<file path="src/rtl/fetch_prefetch.sv">
`default_nettype none
// +----------------------------------------------------------------------------+
// | Module  : fetch_prefetch                                                   |
// | Purpose : PC owner and in-order instruction prefetcher with a DEPTH-entry  |
// |           buffer, flushed on start / branch (optional FETCH_ABS_JUMP_EN).  |
// | Revision: 1.0  initial release                                             |
// +----------------------------------------------------------------------------+
module fetch_prefetch #(
  parameter int ADDR_W = 8,
  parameter int DATA_W = 16,
  parameter int DEPTH  = 4
) (
  input  logic              clk,
  input  logic              rst_i,
  input  logic              start_i,
  input  logic [ADDR_W-1:0] start_address_i,
  input  logic              branch_i,
  input  logic [ADDR_W-1:0] branch_off_i,
`ifdef FETCH_ABS_JUMP_EN
  input  logic              jump_i,
  input  logic [ADDR_W-1:0] jump_addr_i,
`endif
  output logic              imem_req_o,
  output logic [ADDR_W-1:0] imem_addr_o,
  input  logic              imem_gnt_i,
  input  logic              imem_rvalid_i,
  input  logic [DATA_W-1:0] imem_rdata_i,
  output logic              valid_o,
  output logic [DATA_W-1:0] instr_o,
  output logic [ADDR_W-1:0] pc_o,
  input  logic              ready_i
);

  localparam int c_ptr_w = $clog2(DEPTH);
  localparam int c_cnt_w = c_ptr_w + 1;
  localparam logic [c_cnt_w:0] c_depth = (c_cnt_w+1)'(DEPTH);
  localparam logic [0:0] c_st_idle = 1'b0;
  localparam logic [0:0] c_st_run  = 1'b1;

  logic [0:0]         r_state;
  logic [ADDR_W-1:0]  r_fetch_pc;
  logic [ADDR_W-1:0]  r_resp_pc;
  logic [c_cnt_w-1:0] r_wr_ptr;
  logic [c_cnt_w-1:0] r_rd_ptr;
  logic [c_cnt_w-1:0] r_outstanding;
  logic [c_cnt_w-1:0] r_discard;
  logic [DATA_W-1:0]  r_fifo_instr [DEPTH];
  logic [ADDR_W-1:0]  r_fifo_pc    [DEPTH];

  logic [c_cnt_w-1:0] w_occ;
  logic [c_ptr_w-1:0] w_rd_idx;
  logic [c_ptr_w-1:0] w_wr_idx;
  logic [c_cnt_w:0]   w_credit;
  logic [c_cnt_w-1:0] w_out_next;
  logic [ADDR_W-1:0]  w_target;
  logic               w_fire;
  logic               w_branch;
  logic               w_redirect;
  logic               w_gnt;
  logic               w_resp;
  logic               w_push;
  logic               w_pop;

  assign w_occ    = r_wr_ptr - r_rd_ptr;
  assign w_rd_idx = r_rd_ptr[c_ptr_w-1:0];
  assign w_wr_idx = r_wr_ptr[c_ptr_w-1:0];

  assign valid_o = (w_occ != '0);
  assign instr_o = valid_o ? r_fifo_instr[w_rd_idx] : '0;
  assign pc_o    = valid_o ? r_fifo_pc[w_rd_idx]    : '0;

  assign w_fire   = valid_o & ready_i;
  assign w_branch = branch_i & w_fire;

`ifdef FETCH_ABS_JUMP_EN
  logic w_jump;
  assign w_jump     = jump_i & w_fire;
  assign w_redirect = start_i | w_jump | w_branch;
`else
  assign w_redirect = start_i | w_branch;
`endif

  always_comb begin
    w_target = r_fetch_pc;
    if (start_i)
      w_target = start_address_i;
`ifdef FETCH_ABS_JUMP_EN
    else if (w_jump)
      w_target = jump_addr_i;
`endif
    else if (w_branch)
      w_target = pc_o + branch_off_i;
  end

  // Buffered plus in-flight words never exceed DEPTH, so every response has a slot.
  assign w_credit    = {1'b0, w_occ} + {1'b0, r_outstanding};
  assign imem_req_o  = (r_state == c_st_run) && (w_credit < c_depth) && !w_redirect;
  assign imem_addr_o = r_fetch_pc;

  assign w_gnt      = imem_req_o & imem_gnt_i;
  // With nothing outstanding (e.g. after reset) a response cannot be ours.
  assign w_resp     = imem_rvalid_i && (r_outstanding != '0);
  assign w_out_next = r_outstanding + c_cnt_w'(w_gnt) - c_cnt_w'(w_resp);
  assign w_push     = w_resp && (r_discard == '0) && !w_redirect;
  assign w_pop      = w_fire && !w_redirect;

  always_ff @(posedge clk) begin
    if (rst_i) begin
      r_state       <= c_st_idle;
      r_fetch_pc    <= '0;
      r_resp_pc     <= '0;
      r_wr_ptr      <= '0;
      r_rd_ptr      <= '0;
      r_outstanding <= '0;
      r_discard     <= '0;
    end else begin
      r_outstanding <= w_out_next;
      if (w_redirect) begin
        r_state    <= c_st_run;
        r_fetch_pc <= w_target;
        r_resp_pc  <= w_target;
        r_wr_ptr   <= '0;
        r_rd_ptr   <= '0;
        r_discard  <= w_out_next;
      end else begin
        if (w_gnt)
          r_fetch_pc <= r_fetch_pc + ADDR_W'(1);
        if (w_resp) begin
          if (r_discard != '0)
            r_discard <= r_discard - c_cnt_w'(1);
          else
            r_resp_pc <= r_resp_pc + ADDR_W'(1);
        end
        if (w_push)
          r_wr_ptr <= r_wr_ptr + c_cnt_w'(1);
        if (w_pop)
          r_rd_ptr <= r_rd_ptr + c_cnt_w'(1);
      end
    end
  end

  always_ff @(posedge clk) begin
    if (w_push) begin
      r_fifo_instr[w_wr_idx] <= imem_rdata_i;
      r_fifo_pc[w_wr_idx]    <= r_resp_pc;
    end
  end

endmodule
`default_nettype wire

</file>
<file path="config.mk">
export PLATFORM = sky130hd
export DESIGN_NAME = fetch_prefetch
export DESIGN_NICKNAME = d
export VERILOG_FILES = /design/src/rtl/fetch_prefetch.sv
export SDC_FILE = /design/constraint.sdc
export NUM_CORES = 1
export LEC_CHECK = 0
export CORE_MARGIN = 4
export CORE_UTILIZATION = 25
export CTS_CLUSTER_DIAMETER = 120
export DETAILED_ROUTE_END_ITERATION = 10
export GPL_TIMING_DRIVEN = 0
export HOLD_SLACK_MARGIN = 0.15
export PLACE_DENSITY = 0.47
export REMOVE_ABC_BUFFERS = 1
export SLEW_MARGIN = 10
export SYNTH_ARGS = -nofsm -noshare
export SYNTH_HDL_FRONTEND = slang
export SYNTH_SLANG_ARGS = --single-unit
</file>
<file path="constraint.sdc">
create_clock -name clk -period 6.4 [get_ports clk]
set_input_delay 0.96 -clock clk [delete_from_list [all_inputs] [get_ports clk]]
set_output_delay 0.96 -clock clk [all_outputs]
set_load 0.01 [all_outputs]
</file>
==> impl_metrics.toml <==
[finish]
fillers = 2248
drive_above_1_share_pct = 13.2
layout.nets = 560
area_delta_synth_final_pct = 27.9
final_common_cell = "edfxtp_1"
mostFrequentLayoutCells = "96 x edfxtp_1, 72 x clkdlybuf4s50_1, 29 x dfxtp_1"

[cts]
clkSinkCount = 127
cts_max_path_buffers = 2
cts-buffers-inserted = 17
postCtsSetupBuffers = 0
cts-root-buf = "clkbuf_16"
cts_tree = "built"
htreeDepth = 4
cts.clk_slew.worst_paths_ns = 0.06
cts-resized-gates = 0
clkLatencyLatePin_ns = 0.41
ctsHoldBuffers = 0

[setup_path]
path_class = "flip-flop to output port"
arrival_ns = 3.47
crit_chain = "inv_1 > ha_1 > inv_1 > fa_1 > nand2b_1 > o21ai_2 > nand2b_1 > nor2_1 > clkdlybuf4s50_1"
cp_num_buf_inv = 3
cp-start-kind = "flip-flop"
cp_slowest_stage_delay_ns = 0.57
cp_max_fo = 20
crit_family = "simple AND/OR/NAND/NOR gates"
critPathSlowestCell = "clkdlybuf4s50_1"
crit_required_ns = 5.44
crit_path_end_kind = "output port"

[timing]
slew_headroom_pct = 21.9
rsz0062_at_grt = "false"
setup_tns_ns = 0
finalHoldViolCount = 0
fin_skew_ns = 0.00566
fin_crit_sh_pct = 69.3
fmax_mhz = 226
worst_slack_ns = 1.97
final-setup-viol-count = 0
worst_pin_slew_ns = 1.17
finalMaxSlewViolations = 0
fin_crit_ns = 4.43

[pwr]
vdd_ir_drop_max_mv = 0.137
power.total_w = 0.00231
powerDensity_nw_per_um2 = 313
total_leakage_power_nw = 2.49

[detailed_routing]
firstDrtPassIters = 4
wl_um = 13600
remaining_drc_errors = 0
drtAntennaViolNets = 0
drt_iter0_drc = 240
routedWlPerCell_um = 17.1
vias = 3672
viasPerCell = 4.62

[place]
gp_congestion = 0.811
pre_cts_ws_ns = 2.04
hpwl_um = 9080
io_buffer_count = 72

[worst_hold_path]
hold_class = "flip-flop to flip-flop"

[global_route]
grt_pass1_wl_um = 21500
grt_pass1_vias = 3778
antenna_found_initial = 0
grt_max_degree = 29
track_usage_pct = 11.0
grt.overflow.total = 0

[synth]
yosys_warnings = 0
netlist_area_um2 = 5760
synthDominantAreaCellType = "edfxtp_1"
ys_ff_latch = 127
synth_top_area_share_pct = 50.0
synthTopCellsByArea = "edfxtp_1 50%, dfxtp_1 11%, mux4_2 9.0%"
synth_edf_count = 96
synthFlopType = "edfxtp_1"
avgSynthCellArea_um2 = 13.7
async_flop_share_pct = 0
synth_cells = 421
synth_cell_type_count = 52
ys_seq_area_share_pct = 60.8

[floorplan]
die_height_um = 160
start_util_pct = 25.5
num_rows = 55
dieArea_um2 = 25500
die_w_um = 160
core_area_um2 = 22600
ios = 73

[run_status]
outcome = "complete, no violations"

[job]
maxCapViolations = 0
-- kinds of logic after synthesis --
kind of cell / Yosys count / share of synthesized area, %
AOI/OAI and AO/OA: 69 / 8.14
xor gates and xnor gates: 12 / 2.06
adders and majority gates: 24 / 5.60
buffers and inverters: 35 / 2.54
DFF: 127 / 60.8
muxes: 26 / 9.51
and+or+nand+nor: 128 / 11.4
-- final cells by class --
type	instances	area, um^2	area share [%]
Timing Repair Buffer	74	768	10.4
Tap cell	285	357	4.84
Clock inverter	14	120	1.63
Inverter	18	67.6	0.917
Antenna cell	1	2.50	0.0340
Multi-Input combinational cell	259	2120	28.8
Sequential cell	127	3510	47.6
Clock buffer	17	425	5.77
-- registers in the layout, summed over array words and instances (netlist names), named ones only --
name	cells
r_rd_ptr	3
r_resp_pc	8
r_fifo_pc	32
imem_addr_o	8
r_discard	3
r_fifo_instr	64
r_wr_ptr	3
r_outstanding	3
r_state	1
-- through the flow --
step / cells / utilization [%] / cell area [um^2] / hold slack (ns)
after floorplan: 404 / - / 5680 / 0.432
after global placement: 761 / 29.9 / 6760 / 0.449
after detailed placement: 763 / 30.1 / 6820 / 0.461
after CTS: 794 / 32.5 / 7370 / 0.475
after global routing: 794 / 32.5 / 7370 / 0.510
final: 795 / 32.6 / 7370 / 0.465
-- routing by layer --
metal	vias up	global-route usage, %	part of all wire, %
li1	1748	-	-
met1	1818	14.7	46
met2	98	17.4	47
met3	8	3.12	5.6
met4	0	3.52	0.88
met5	-	0	0
-- final timing paths --
path,startpoint,endpoint,slack (ns),cells after the start
setup / recovery,r_wr_ptr[0],imem_req_o,1.97,9
hold / removal,r_state,r_state,0.46,2
setup reg to reg,r_wr_ptr[0],r_discard[2],2.07,18
hold reg to reg,r_state,r_state,0.46,2
-- worst reg2reg max path, cell delays in order, from the launching register on --
cell	delay, ns
dfxtp_1	0.35
inv_1	0.12
ha_1	0.15
inv_1	0.05
fa_1	0.37
xnor3_1	0.33
ha_1	0.27
nor4b_1	0.34
o21ai_0	0.21
nor2_1	0.42
nand2_1	0.11
ha_1	0.29
inv_1	0.04
ha_1	0.18
fa_1	0.39
xnor2_1	0.20
xnor2_1	0.17
nand2_1	0.08
o311a_1	0.16
-- synthesized netlist by cell type, drive strengths merged, types with 4 or more instances --
cell type,n
nor3,14
nand2,26
inv,18
edfxtp,96
a21oi,22
o21ai,13
and3,8
a211oi,7
a31oi,4
clkbuf,8
o32ai,4
xor2,5
dfxtp,31
mux4,23
nand3,10
nor2b,6
nor2,27
buf,9
and2,26
xnor2,6
ha,21
nand2b,5
-- power breakdown --
part / internal [W] / switching, W / total, W
registers: 0.000943 / 0.0000377 / 0.000981
clock network: 0.000529 / 0.000350 / 0.000879
logic: 0.000213 / 0.000232 / 0.000445
Power figures use the tool's default switching activity.
